--- src/rtl/minisrc_pkg.sv ---
// Shared Mini SRC definitions: opcode map, IR field positions,
// sequencer state encoding and the opcode class used by the decoder.
package minisrc_pkg;

    localparam int OPCODE_W = 5;
    localparam int REGSEL_W = 4;

    localparam int OP_MSB = 31;
    localparam int OP_LSB = 27;
    localparam int RA_MSB = 26;
    localparam int RA_LSB = RA_MSB - REGSEL_W + 1;
    localparam int RB_MSB = 22;
    localparam int RB_LSB = RB_MSB - REGSEL_W + 1;
    localparam int RC_MSB = 18;
    localparam int RC_LSB = RC_MSB - REGSEL_W + 1;

    typedef logic [OPCODE_W-1:0] opcode_t;

    localparam opcode_t OP_LD   = 5'b00000;
    localparam opcode_t OP_LDI  = 5'b00001;
    localparam opcode_t OP_ST   = 5'b00010;
    localparam opcode_t OP_ADD  = 5'b00011;
    localparam opcode_t OP_SUB  = 5'b00100;
    localparam opcode_t OP_AND  = 5'b00101;
    localparam opcode_t OP_OR   = 5'b00110;
    localparam opcode_t OP_SHR  = 5'b00111;
    localparam opcode_t OP_SHRA = 5'b01000;
    localparam opcode_t OP_SHL  = 5'b01001;
    localparam opcode_t OP_ROR  = 5'b01010;
    localparam opcode_t OP_ROL  = 5'b01011;
    localparam opcode_t OP_ADDI = 5'b01100;
    localparam opcode_t OP_ANDI = 5'b01101;
    localparam opcode_t OP_ORI  = 5'b01110;
    localparam opcode_t OP_DIV  = 5'b01111;
    localparam opcode_t OP_MUL  = 5'b10000;
    localparam opcode_t OP_NEG  = 5'b10001;
    localparam opcode_t OP_NOT  = 5'b10010;
    localparam opcode_t OP_BR   = 5'b10011;
    localparam opcode_t OP_JR   = 5'b10100;
    localparam opcode_t OP_JAL  = 5'b10101;
    localparam opcode_t OP_IN   = 5'b10110;
    localparam opcode_t OP_OUT  = 5'b10111;
    localparam opcode_t OP_MFHI = 5'b11000;
    localparam opcode_t OP_MFLO = 5'b11001;
    localparam opcode_t OP_NOP  = 5'b11010;
    localparam opcode_t OP_HALT = 5'b11011;

    typedef enum logic [3:0] {
        S_RST, S_T0, S_T1, S_T2, S_T3, S_T4, S_T5, S_T6, S_HALT
    } state_t;

    typedef enum logic [2:0] {
        CLS_ALU, CLS_UNARY, CLS_MULDIV, CLS_NOP, CLS_HALT, CLS_ILLEGAL
    } op_class_t;

endpackage

--- src/rtl/control_sequencer_if.sv ---
// Sequencer <-> datapath bundle: instruction/memory status in, control strobes out.
interface control_sequencer_if;
    import minisrc_pkg::*;

    logic [31:0] IR_Data;
    logic        mem_ready;

    logic Gra, Grb, Grc, R_in, R_out;
    logic PC_out, PC_in, IncPC, MAR_in;
    logic MDR_in, MDR_out, Read, IR_in;
    logic Y_in, Z_in, Zlow_out, Zhigh_out, HI_in, LO_in;
    opcode_t alu_instruction;
    logic run, illegal_op;

    modport master (
        input  IR_Data, mem_ready,
        output Gra, Grb, Grc, R_in, R_out, PC_out, PC_in, IncPC, MAR_in,
               MDR_in, MDR_out, Read, IR_in, Y_in, Z_in, Zlow_out, Zhigh_out,
               HI_in, LO_in, alu_instruction, run, illegal_op
    );

    modport slave (
        output IR_Data, mem_ready,
        input  Gra, Grb, Grc, R_in, R_out, PC_out, PC_in, IncPC, MAR_in,
               MDR_in, MDR_out, Read, IR_in, Y_in, Z_in, Zlow_out, Zhigh_out,
               HI_in, LO_in, alu_instruction, run, illegal_op
    );

endinterface

--- src/rtl/control_decode.sv ---
// Combinational opcode classifier; anything not executed by this control unit is ILLEGAL.
module control_decode
    import minisrc_pkg::*;
(
    input  opcode_t   opcode,
    output op_class_t op_class
);

    always_comb begin
        case (opcode)
            OP_ADD, OP_SUB, OP_AND, OP_OR, OP_SHR,
            OP_SHRA, OP_SHL, OP_ROR, OP_ROL:        op_class = CLS_ALU;
            OP_NEG, OP_NOT:                         op_class = CLS_UNARY;
            OP_MUL, OP_DIV:                         op_class = CLS_MULDIV;
            OP_NOP:                                 op_class = CLS_NOP;
            OP_HALT:                                op_class = CLS_HALT;
            default:                                op_class = CLS_ILLEGAL;
        endcase
    end

endmodule

--- src/rtl/control_sequencer.sv ---
// Hardwired Mini SRC control unit: fetch T0-T2 with memory wait, execute T3-T6,
// strobes decoded from the registered state (PC_in additionally gated by mem_ready).
module control_sequencer
    import minisrc_pkg::*;
(
    input  logic                 clk,
    input  logic                 clr,
    control_sequencer_if.master  bus
);

    state_t    state, state_next;
    opcode_t   opcode;
    op_class_t op_class;

    assign opcode = bus.IR_Data[OP_MSB:OP_LSB];

    control_decode u_decode (
        .opcode   (opcode),
        .op_class (op_class)
    );

    // NOTE: non-blocking so the register samples state_next as it was before the edge.
    always_ff @(posedge clk) begin
        if (clr) state <= S_RST;
        else     state <= state_next;
    end

    always_comb begin
        state_next = state;
        case (state)
            S_RST:  state_next = S_T0;
            S_T0:   state_next = S_T1;
            S_T1:   if (bus.mem_ready) state_next = S_T2;
            S_T2:   state_next = S_T3;
            S_T3: begin
                case (op_class)
                    CLS_ALU, CLS_UNARY, CLS_MULDIV: state_next = S_T4;
                    CLS_HALT:                       state_next = S_HALT;
                    default:                        state_next = S_T0;
                endcase
            end
            S_T4:   state_next = (op_class == CLS_ALU || op_class == CLS_MULDIV) ? S_T5 : S_T0;
            S_T5:   state_next = (op_class == CLS_MULDIV) ? S_T6 : S_T0;
            S_T6:   state_next = S_T0;
            S_HALT: state_next = S_HALT;
            default: state_next = S_RST;
        endcase
    end

    // NOTE: every output gets a default first, so no state/class path can infer a latch.
    always_comb begin
        bus.Gra = 1'b0;       bus.Grb = 1'b0;      bus.Grc = 1'b0;
        bus.R_in = 1'b0;      bus.R_out = 1'b0;
        bus.PC_out = 1'b0;    bus.PC_in = 1'b0;    bus.IncPC = 1'b0;
        bus.MAR_in = 1'b0;    bus.MDR_in = 1'b0;   bus.MDR_out = 1'b0;
        bus.Read = 1'b0;      bus.IR_in = 1'b0;
        bus.Y_in = 1'b0;      bus.Z_in = 1'b0;
        bus.Zlow_out = 1'b0;  bus.Zhigh_out = 1'b0;
        bus.HI_in = 1'b0;     bus.LO_in = 1'b0;
        bus.alu_instruction = '0;
        bus.illegal_op = 1'b0;
        bus.run = (state != S_HALT);

        case (state)
            S_T0: begin
                bus.PC_out = 1'b1; bus.MAR_in = 1'b1; bus.IncPC = 1'b1; bus.Z_in = 1'b1;
            end
            S_T1: begin
                // PC reload only in the completing cycle so a stalled fetch bumps PC once.
                bus.Zlow_out = 1'b1; bus.Read = 1'b1; bus.MDR_in = 1'b1;
                bus.PC_in    = bus.mem_ready;
            end
            S_T2: begin
                bus.MDR_out = 1'b1; bus.IR_in = 1'b1;
            end
            S_T3: begin
                case (op_class)
                    CLS_ALU:    begin bus.Grb = 1'b1; bus.R_out = 1'b1; bus.Y_in = 1'b1; end
                    CLS_UNARY:  begin
                        bus.Grb = 1'b1; bus.R_out = 1'b1; bus.Z_in = 1'b1;
                        bus.alu_instruction = opcode;
                    end
                    CLS_MULDIV: begin bus.Gra = 1'b1; bus.R_out = 1'b1; bus.Y_in = 1'b1; end
                    CLS_ILLEGAL: bus.illegal_op = 1'b1;
                    default: ;
                endcase
            end
            S_T4: begin
                case (op_class)
                    CLS_ALU: begin
                        bus.Grc = 1'b1; bus.R_out = 1'b1; bus.Z_in = 1'b1;
                        bus.alu_instruction = opcode;
                    end
                    CLS_UNARY: begin bus.Zlow_out = 1'b1; bus.Gra = 1'b1; bus.R_in = 1'b1; end
                    CLS_MULDIV: begin
                        bus.Grb = 1'b1; bus.R_out = 1'b1; bus.Z_in = 1'b1;
                        bus.alu_instruction = opcode;
                    end
                    default: ;
                endcase
            end
            S_T5: begin
                case (op_class)
                    CLS_ALU:    begin bus.Zlow_out = 1'b1; bus.Gra = 1'b1; bus.R_in = 1'b1; end
                    CLS_MULDIV: begin bus.Zlow_out = 1'b1; bus.LO_in = 1'b1; end
                    default: ;
                endcase
            end
            S_T6: begin
                bus.Zhigh_out = 1'b1; bus.HI_in = 1'b1;
            end
            default: ;
        endcase
    end

endmodule

--- src/flat_wrapper.sv ---
// flat-port wrapper written by rule: the top's interface ports become plain ports
module control_sequencer_flat import minisrc_pkg::*;
  (clk, clr, bus_IR_Data, bus_mem_ready, bus_Gra, bus_Grb, bus_Grc, bus_R_in, bus_R_out, bus_PC_out, bus_PC_in, bus_IncPC, bus_MAR_in, bus_MDR_in, bus_MDR_out, bus_Read, bus_IR_in, bus_Y_in, bus_Z_in, bus_Zlow_out, bus_Zhigh_out, bus_HI_in, bus_LO_in, bus_alu_instruction, bus_run, bus_illegal_op);
  control_sequencer_if bus_i ();
  input  logic clk;
  input  logic clr;
  input wire logic [$bits(bus_i.IR_Data)-1:0] bus_IR_Data;
  input wire logic [$bits(bus_i.mem_ready)-1:0] bus_mem_ready;
  output wire logic [$bits(bus_i.Gra)-1:0] bus_Gra;
  output wire logic [$bits(bus_i.Grb)-1:0] bus_Grb;
  output wire logic [$bits(bus_i.Grc)-1:0] bus_Grc;
  output wire logic [$bits(bus_i.R_in)-1:0] bus_R_in;
  output wire logic [$bits(bus_i.R_out)-1:0] bus_R_out;
  output wire logic [$bits(bus_i.PC_out)-1:0] bus_PC_out;
  output wire logic [$bits(bus_i.PC_in)-1:0] bus_PC_in;
  output wire logic [$bits(bus_i.IncPC)-1:0] bus_IncPC;
  output wire logic [$bits(bus_i.MAR_in)-1:0] bus_MAR_in;
  output wire logic [$bits(bus_i.MDR_in)-1:0] bus_MDR_in;
  output wire logic [$bits(bus_i.MDR_out)-1:0] bus_MDR_out;
  output wire logic [$bits(bus_i.Read)-1:0] bus_Read;
  output wire logic [$bits(bus_i.IR_in)-1:0] bus_IR_in;
  output wire logic [$bits(bus_i.Y_in)-1:0] bus_Y_in;
  output wire logic [$bits(bus_i.Z_in)-1:0] bus_Z_in;
  output wire logic [$bits(bus_i.Zlow_out)-1:0] bus_Zlow_out;
  output wire logic [$bits(bus_i.Zhigh_out)-1:0] bus_Zhigh_out;
  output wire logic [$bits(bus_i.HI_in)-1:0] bus_HI_in;
  output wire logic [$bits(bus_i.LO_in)-1:0] bus_LO_in;
  output wire logic [$bits(bus_i.alu_instruction)-1:0] bus_alu_instruction;
  output wire logic [$bits(bus_i.run)-1:0] bus_run;
  output wire logic [$bits(bus_i.illegal_op)-1:0] bus_illegal_op;
  assign bus_i.IR_Data = bus_IR_Data;
  assign bus_i.mem_ready = bus_mem_ready;
  assign bus_Gra = bus_i.Gra;
  assign bus_Grb = bus_i.Grb;
  assign bus_Grc = bus_i.Grc;
  assign bus_R_in = bus_i.R_in;
  assign bus_R_out = bus_i.R_out;
  assign bus_PC_out = bus_i.PC_out;
  assign bus_PC_in = bus_i.PC_in;
  assign bus_IncPC = bus_i.IncPC;
  assign bus_MAR_in = bus_i.MAR_in;
  assign bus_MDR_in = bus_i.MDR_in;
  assign bus_MDR_out = bus_i.MDR_out;
  assign bus_Read = bus_i.Read;
  assign bus_IR_in = bus_i.IR_in;
  assign bus_Y_in = bus_i.Y_in;
  assign bus_Z_in = bus_i.Z_in;
  assign bus_Zlow_out = bus_i.Zlow_out;
  assign bus_Zhigh_out = bus_i.Zhigh_out;
  assign bus_HI_in = bus_i.HI_in;
  assign bus_LO_in = bus_i.LO_in;
  assign bus_alu_instruction = bus_i.alu_instruction;
  assign bus_run = bus_i.run;
  assign bus_illegal_op = bus_i.illegal_op;
  control_sequencer u_core (.clk(clk), .clr(clr), .bus(bus_i));
endmodule
--- config.mk ---
export PLATFORM = sky130hd
export DESIGN_NAME = control_sequencer_flat
export DESIGN_NICKNAME = d
export VERILOG_FILES = /design/src/rtl/minisrc_pkg.sv /design/src/rtl/control_sequencer_if.sv /design/src/rtl/control_decode.sv /design/src/rtl/control_sequencer.sv /design/src/flat_wrapper.sv
export SDC_FILE = /design/constraint.sdc
export NUM_CORES = 1
export LEC_CHECK = 0
export ABC_AREA = 0
export CORE_MARGIN = 5
export CORE_UTILIZATION = 36
export CTS_BUF_LIST = sky130_fd_sc_hd__clkbuf_8
export CTS_CLUSTER_DIAMETER = 80
export DETAILED_ROUTE_END_ITERATION = 6
export GPL_ROUTABILITY_DRIVEN = 0
export HOLD_SLACK_MARGIN = 0.1
export PLACE_DENSITY = 0.88
export SYNTH_ARGS = -nofsm -noshare
export SYNTH_HDL_FRONTEND = slang
export SYNTH_SLANG_ARGS = --single-unit
--- constraint.sdc ---
create_clock -name clk -period 2.4 [get_ports clk]
set_input_delay 0.36 -clock clk [delete_from_list [all_inputs] [get_ports clk]]
set_output_delay 0.36 -clock clk [all_outputs]
set_load 0.005 [all_outputs]
* After elaboration in Yosys (flattened, before gate mapping) *
Memory sizes are Yosys's and may differ from the RTL's.
Index checks and enable logic that the tools add are counted.

cells by class
  reductions and logical operators = 7
  equal/unequal tests = 14
  muxes and demuxes = 30

operators by type and width
  operator              number
  $pmux W4 S8           1
  $eq A4 B3 Y1 const B  4
  $mux W1               16
  $mux W5               2
  $pmux W5 S2           1
  $pmux W1 S3           3
  $eq A4 B2 Y1 const B  2
  $pmux W4 S2           1
  $eq A3 B3 Y1 const B  2
  $mux W3               2
  $pmux W1 S2           3
  $reduce_or A2 Y1      3
  $eq A4 B1 Y1 const B  1
  $eq A4 B4 Y1 const B  1
  $logic_not A4 Y1      1
  $mux W4               1
  $ne A4 B4 Y1 const B  1
  $eq A3 B1 Y1 const B  1
  $eq A3 B2 Y1 const B  1
  $logic_not A3 Y1      1
  $reduce_or A3 Y1      1
  $ne A2 B2 Y1 const B  1
  $logic_or A1 B1 Y1    1

storage, ports and cells
  flip-flop bits (word level) = 4
  output and inout port bits = 26
  word-level logic and storage cells = 53
  ROM bits = 96
  memories kept = 1

memory list
  memory           depth  bits a word  read ports  clocked after memory_dff  write ports  RTL line              text
  (no name shown)  32     3            1           0                         0            control_decode.sv:10  case (opcode)

* Logic depth before layout (Yosys ltp) *
Gate-level depths: netlist of the first run.
An unclocked memory read counts as a cell.

  depth in word-level cells = 5
  depth in mapped cells = 5
  mapped depth without buffers = 4

* Modules after synthesis *
From an unflattened synthesis of the first run, not the netlist that was laid out.

second synthesis, totals
  cell total of the unflattened synthesis = 94
  area total of the unflattened synthesis = 649.4 sq um

modules (own cells, without submodules)
  module             times used  area an instance (sq um)  cells an instance
  control_sequencer  1           544.3                     78
  control_decode     1           105.1                     16

* Worst setup path after synthesis of the first run *
Ideal clock, no wire load.

  kind = input to output
  start point = input bus_IR_Data[28]
  end point = output bus_Z_in
  buffers on the path = 1
  cell stages on the path = 5
  arrival time = 1,605 ps
  path slack = 435 ps
  cells stage by stage = buf_2 or4b_4 a21oi_1 o211ai_1 a211oi_1

between the ends
  cells in the longest elaborated chain, start to end = 5

ends and longest elaborated chain
  element                                           RTL line                 text
  start: declaration                                flat_wrapper.sv:7        input wire logic [$bits(bus_i.IR_Data)-1:0] bus_IR_Data;
  $mem_v2 Z32 W3 (*)                                n/a
  $eq A3 B2 Y1 or $logic_not A3 Y1 (tied branches)  control_sequencer.sv:89  case (op_class)
  $reduce_or A2 Y1 (no source line)                 n/a
  $mux W1                                           control_sequencer.sv:89
  $pmux W1 S3 (*)                                   control_sequencer.sv:64  case (state)
  end: declaration                                  flat_wrapper.sv:23       output wire logic [$bits(bus_i.Z_in)-1:0] bus_Z_in;

Every way passes the cells marked *; elsewhere a longest branch is shown, timed or not.

* Worst setup path in the final report of the first run *
  start point = input bus_IR_Data[27]
  end point = output bus_alu_instruction[1]

between the ends
  cells in the longest elaborated chain, start to end = 5

ends and longest elaborated chain
  element                                           RTL line                 text
  $mem_v2 Z32 W3 (*)                                n/a
  $eq A3 B2 Y1 or $logic_not A3 Y1 (tied branches)  control_sequencer.sv:89
  $reduce_or A2 Y1 (no source line)                 n/a
  $mux W5                                           control_sequencer.sv:89
  $pmux W5 S2 (*)                                   control_sequencer.sv:64
  end: declaration                                  flat_wrapper.sv:28       output wire logic [$bits(bus_i.alu_instruction)-1:0] bus_alu_instruction;

Marked as above.

==> results.ini, run 1 <==
[outcome]
status = completed

[sta]
drv_slew = 0
fin_crit_sh_pct = 99.0
fin_crit_ns = 2.38
setup_viol = 0
finClkSkew_ns = 0.0104
rsz0062_at_grt = true
holdWs_ns = 0.621
fin_setup_tns_ns = 0
tightestPinTransition_ns = 0.360
maxSlewHeadroom_pct = 75.8
fmax_mhz = 421
final_hold_viol_count = 0

[drt]
post_drt_wl_per_cell_um = 17.3
viasPerCell = 5.84
via_count = 1163
drc_errors = 0
routed_wl_um = 3440
postRouteAntennaNets = 0
drt_iter0_drc = 37
first_pass_iters = 4

[worst_setup_path]
critPathMaxFanout = 4
path_delay_family = buffers and inverters
crit_slowest_cell = or4b_4
crit_buf_inv = 3
crit_arrival_ns = 2.02
timing_worst_setup_path_type = in2out
worstPathRequired_ns = 2.04
crit_chain = dlygate4sd2_1 -> or4b_4 -> buf_4 -> a21oi_4 -> o21ai_2 -> a21oi_1 -> clkdlybuf4s15_1
critPathMaxStageDelay_ns = 0.60
start_kind = primary input
endpoint_kind = primary output

[synth]
synth_common_cells = nor2_1 (14), nand2_1 (10), nor3_1 (10), a21oi_1 (8), inv_1 (7)
synth-async-reset-ratio_pct = 0
ys.flop_type = dfxtp_1
ys_warn_count = 0
synth.most_common_cell = nor2_1
ys_seq_area_share_pct = 10.7
yosys-top-cells-area = dfxtp_1 (11%), nor2_1 (7.0%), nor3_1 (6.7%)
syn_inst = 115
synth_area_leader_cell = dfxtp_1
synth_nets = 150
ys_ff_latch = 4
synth.avg_cell_area_um2 = 6.51
synth-edff-count = 0
synth_area_um2 = 748
synth_top_area_share_pct = 10.7
synthDistinctLibCells = 42

[grt]
globalRouteMet3Util_pct = 6.73
grt_util_all_layers_pct = 20.8
antenna_found_initial = 0
gr-total-overflow = 0
grt_pass1_wl_um = 5290
use_met2_pct = 36.8
met1_usage_pct = 22.0
grt_start_max_net_pins = 13
grt-busiest-layer = met2
grt_pass1_vias = 1163

[layout]
top_regs = u_core.state x4
drive_above_1_share_pct = 34.3
final_cells = 199
multiInputGateArea_um2 = 651
regArea_um2 = 80.1
antenna_cells = 0
regMostFlops = u_core.state
final_area_um2 = 1410
finalNetCount = 209
num-fill-cells = 159
syn_to_final_growth_pct = 88.0
largest_reg_flops = 4

[clocking]
root_buffer = clkbuf_8
cts_htree_levels = 1
hold_buffers = 0
cts_buffers = 3
cts_buffer_depth = 2
cts_sinks = 4
clock_latency_ns = 0.23
cts.reportedPaths.clkPinSlew_ns = 0.04
cts_tree = built

[pwr]
total_power_uw = 512
leakage_nw = 0.643
max-vdd-ir-drop_mv = 0.286
power.density_nw_per_um2 = 364

[placed_design]
io_buffers = 33
dpl.hpwl_um = 2100
placed_cell_area_um2 = 1230
dp_cells = 188

[min_path]
worstHoldPathType = reg2reg

[floorplan]
io_pins = 61
die_h_um = 55.6
die_area_um2 = 3090
num_rows = 16
die_w_um = 55.6
start_util_pct = 38.1
core_um2 = 1960

[flow_run]
maxCapViolations = 0

==> power by group <==
group	internal [mW]	total, mW	switching (mW)
combinational	0.131	0.275	0.144
sequential	0.0740	0.0824	0.00836
clock	0.108	0.154	0.0462
==> layout make-up <==
class | instances | share of cell area (%)
flip-flops and latches | 4 | 5.69
inverters | 7 | 1.87
clock buffers | 3 | 2.94
repair buffers | 68 | 40.8
well taps | 27 | 2.40
multi-input cells | 90 | 46.3
==> metrics by stage <==
step / worst slack (ns) / util (%)
after floorplan: 0.435 / -
after global placement: -0.443 / 62.7
after detailed placement: -0.490 / 62.7
after CTS: 0.00601 / 68.9
after global routing: -0.0224 / 71.7
final: 0.0240 / 71.7
==> cell usage in the layout, fill, tap and decap left out, drive strengths merged <==
master and count:
buf 37, clkdlybuf4s50 15, nor2 14, nand2 10, dlygate4sd2 10, nor3 10
a21oi 9, inv 7, nand2b 5, o21ai 5, dfxtp 4, o31ai 4
clkbuf 4, clkdlybuf4s15 3, a211oi 3, or4 2, o21a 2, or3 2
dlymetal6s2s 2, o22ai 2, nor4 2, a311oi 2, nand4bb 1, a2111oi 1
or4b 1, or2b 1, xnor2 1, and2b 1, nand3 1, nand4 1
o211ai 1, nor2b 1, maj3 1, nand3b 1, or3b 1, o211a 1
and3 1, o21bai 1, o41ai 1, a31oi 1
==> path summary, 6_finish.rpt <==
path                                                   start                      endpoint  slack, ns  cells past startpoint
worst min-delay path            u_core.state[3]$_SDFFE_PP0P_  u_core.state[1]$_SDFFE_PP0P_       0.62                      2
worst min register to register  u_core.state[3]$_SDFFE_PP0P_  u_core.state[1]$_SDFFE_PP0P_       0.62                      2
worst max-delay path                         bus_IR_Data[27]        bus_alu_instruction[1]       0.02                      7
worst max register to register  u_core.state[1]$_SDFFE_PP0P_  u_core.state[1]$_SDFFE_PP0P_       0.45                      9
==> routing by layer <==
| metal | routed length [µm] | part of all wire (%) |
|---|---|---|
| met4 | 185 | 5.4 |
| met3 | 265 | 7.7 |
| met5 | 0 | 0 |
| met2 | 1650 | 48 |
| met1 | 1330 | 39 |
==> repair_timing <==
action                     CTS  global route
gates resized for setup     35            14
buffers inserted             7             2
setup endpoints to repair   15             9
pin swaps                    8             5
==> worst reg2reg max path: cells and delay by family (launching register included) <==
kind	cells	cell delay, ns
buf+inv	6	0.85
compound gates	1	0.29
flops	1	0.35
simple gates	2	0.37
==> cell families (layout without fill, tap and decap cells) <==
logic type / after synthesis / after routing / synth area share (%)
buffers and inverters: 21 / 78 / 14.9
AND/OR/NAND/NOR: 55 / 55 / 39.8
XOR/XNOR: 1 / 1 / 1.17
AO/OA/AOI/OAI: 33 / 33 / 32.1
flip-flops: 4 / 4 / 10.7
adder cells (fa/ha/maj): 1 / 1 / 1.34
Power figures use the tool's default switching activity.
==> inputs of run 2 (changes only) <==
- REMOVE_ABC_BUFFERS: unset -> 1
==> run 2 against run 1 <==
Utilization fell by 0.19 points. Fmax rose by 1.3%. Die area did not move. Via count fell by 2.8%. Routed wire length fell by 13%. First-iteration DRC count fell by 49%. Register-to-register slack improved by 0.35 ns. Sequential power rose by 0.8%. Combinational power barely moved. Critical path type unchanged. Largest cell class unchanged.
==> results.ini, run 2 (synthesis results as in run 1) <==
[min_path]
min_to = u_core.state[1]$_SDFFE_PP0P_
worstHoldPathType = reg2reg
min_from = u_core.state[3]$_SDFFE_PP0P_
hold_depth = 2

[pwr]
leakage_nw = 0.626
power.density_nw_per_um2 = 355
max-vdd-ir-drop_mv = 0.389

[sta]
fin_crit_ns = 2.35
drv_slew = 0
rsz0062_at_grt = true
setup_viol = 0
fin_crit_sh_pct = 97.7
fmax_mhz = 426
final_hold_viol_count = 0
tightestPinTransition_ns = 0.341
maxSlewHeadroom_pct = 77.1
holdWs_ns = 0.600
finClkSkew_ns = 0.00355

[drt]
first_pass_iters = 4
drc_errors = 0
via_count = 1131
routed_wl_um = 3010
postRouteAntennaNets = 0
post_drt_wl_per_cell_um = 15.3
drt_iter0_drc = 19
viasPerCell = 5.77

[layout]
syn_to_final_growth_pct = 87.5
largest_reg_flops = 4
antenna_cells = 0
layout_common_cells = buf_4 (29), clkdlybuf4s50_1 (16), nor2_1 (12), nand2_1 (10), dlygate4sd2_1 (10)
multiInputGateArea_um2 = 669
final_util_pct = 71.5
regMostFlops = u_core.state
drive_above_1_share_pct = 35.5
layout_commonest_cell = buf_4
regArea_um2 = 80.1
top_regs = u_core.state x4
finalNetCount = 206
num-fill-cells = 165

[placed_design]
dpl.hpwl_um = 2220
io_buffers = 33

[outcome]
status = completed

[grt]
grt_start_max_net_pins = 13
grt_pass1_wl_um = 5030
antenna_found_initial = 0
gr-total-overflow = 0
grt_pass1_vias = 1115
grt_util_all_layers_pct = 19.6

[floorplan]
num_rows = 16
start_util_pct = 38.1
io_pins = 61
die_h_um = 55.6
die_area_um2 = 3090
die_w_um = 55.6
core_um2 = 1960

[flow_run]
maxCapViolations = 0

[clocking]
root_buffer = clkbuf_8
cts_buffer_depth = 2
cts.reportedPaths.clkPinSlew_ns = 0.03
clock_latency_ns = 0.22
cts_buffers = 3
cts_htree_levels = 1
cts_sinks = 4
cts_tree = built
hold_buffers = 0

[worst_setup_path]
endpoint_kind = primary output
start_kind = primary input
path_delay_family = simple AND/OR/NAND/NOR gates
r2r_cells = 7
worstReg2RegStart = u_core.state[0]$_SDFFE_PP0P_
path_depth = 8
r2r_end = u_core.state[1]$_SDFFE_PP0P_
crit_slowest_cell = or4b_4
crit_buf_inv = 4
timing_worst_setup_path_type = in2out
reg2reg_slack_ns = 0.80
critPathMaxFanout = 3
crit_arrival_ns = 1.99
crit_top_cell = buf_6
worstPathRequired_ns = 2.04
critPathMaxStageDelay_ns = 0.57
crit_chain = dlygate4sd2_1 -> or4b_4 -> buf_6 -> buf_6 -> nor2_2 -> or4_1 -> o211a_1 -> clkdlybuf4s15_1

## run 2: cell types whose count changed in the layout (fill, tap and decap cells not counted), moves of 2 or more
cell,before,now
o21ai_0,4,2
a21oi_1,5,7
buf_6,1,3
a21oi_2,2,0
buf_4,34,29
clkbuf_2,1,3
## run 2: final cells by class
cell class / count / share of cell area (%)
clock buffer: 3 / 2.94
inverter: 7 / 1.87
timing repair buffer: 65 / 39.3
sequential: 4 / 5.71
tap: 27 / 2.41
multi-input combinational: 90 / 47.7
## run 2: worst reg2reg max path: cells and delay by family (launching register included)
family / cells / cell delay (ns)
AO/OA/AOI/OAI: 1 / 0.18
buffers and inverters: 5 / 0.83
flip-flops: 1 / 0.36
AND/OR/NAND/NOR: 1 / 0.15
## run 2: per-layer routing
metal	GRT usage (%)	vias up	wire (µm)
met5	0	-	0
met4	7.29	0	56
met3	7.66	9	265
met2	34.1	65	1500
met1	21.2	532	1180
li1	-	525	-
## run 2: worst max-delay path by stage
stage / from / endpoint / slack, ns
after global placement: bus_IR_Data[27] / bus_Z_in / -0.44
after detailed placement: bus_IR_Data[27] / bus_Z_in / -0.52
after CTS: bus_IR_Data[28] / bus_LO_in / 0.008
after floorplan: bus_IR_Data[27] / bus_Z_in / 0.57
after global routing: bus_IR_Data[31] / bus_R_out / 0.003
final: bus_IR_Data[28] / bus_Gra / 0.05
## run 2: repair_timing
| item | 4_1_cts | 5_1_grt |
|---|---|---|
| buffers inserted | 3 | 2 |
| pin swaps | 7 | 5 |
| setup endpoints to repair | 15 | 8 |
| gates resized for setup | 34 | 22 |
## run 2: stage by stage
| step | setup TNS (ns) | worst slack, ns | std cells | instance area (µm²) | total power [mW] |
|---|---|---|---|---|---|
| 2_1_floorplan | 0 | 0.565 | 101 | 663 | 0.189 |
| 3_3_place_gp | -4.56 | -0.443 | 188 | 1230 | 0.319 |
| 3_5_place_dp | -5.16 | -0.520 | 188 | 1230 | 0.329 |
| 4_1_cts | 0 | 0.00839 | 194 | 1330 | 0.481 |
| 5_1_grt | 0 | 0.00312 | 196 | 1400 | 0.532 |
| 6_report | 0 | 0.0547 | 196 | 1400 | 0.499 |
## run 2: power breakdown
part           internal, mW  switching [mW]  total (mW)
clock                 0.107          0.0342       0.141
combinational         0.135           0.140       0.274
sequential           0.0741         0.00898      0.0831
total                 0.316           0.183       0.499
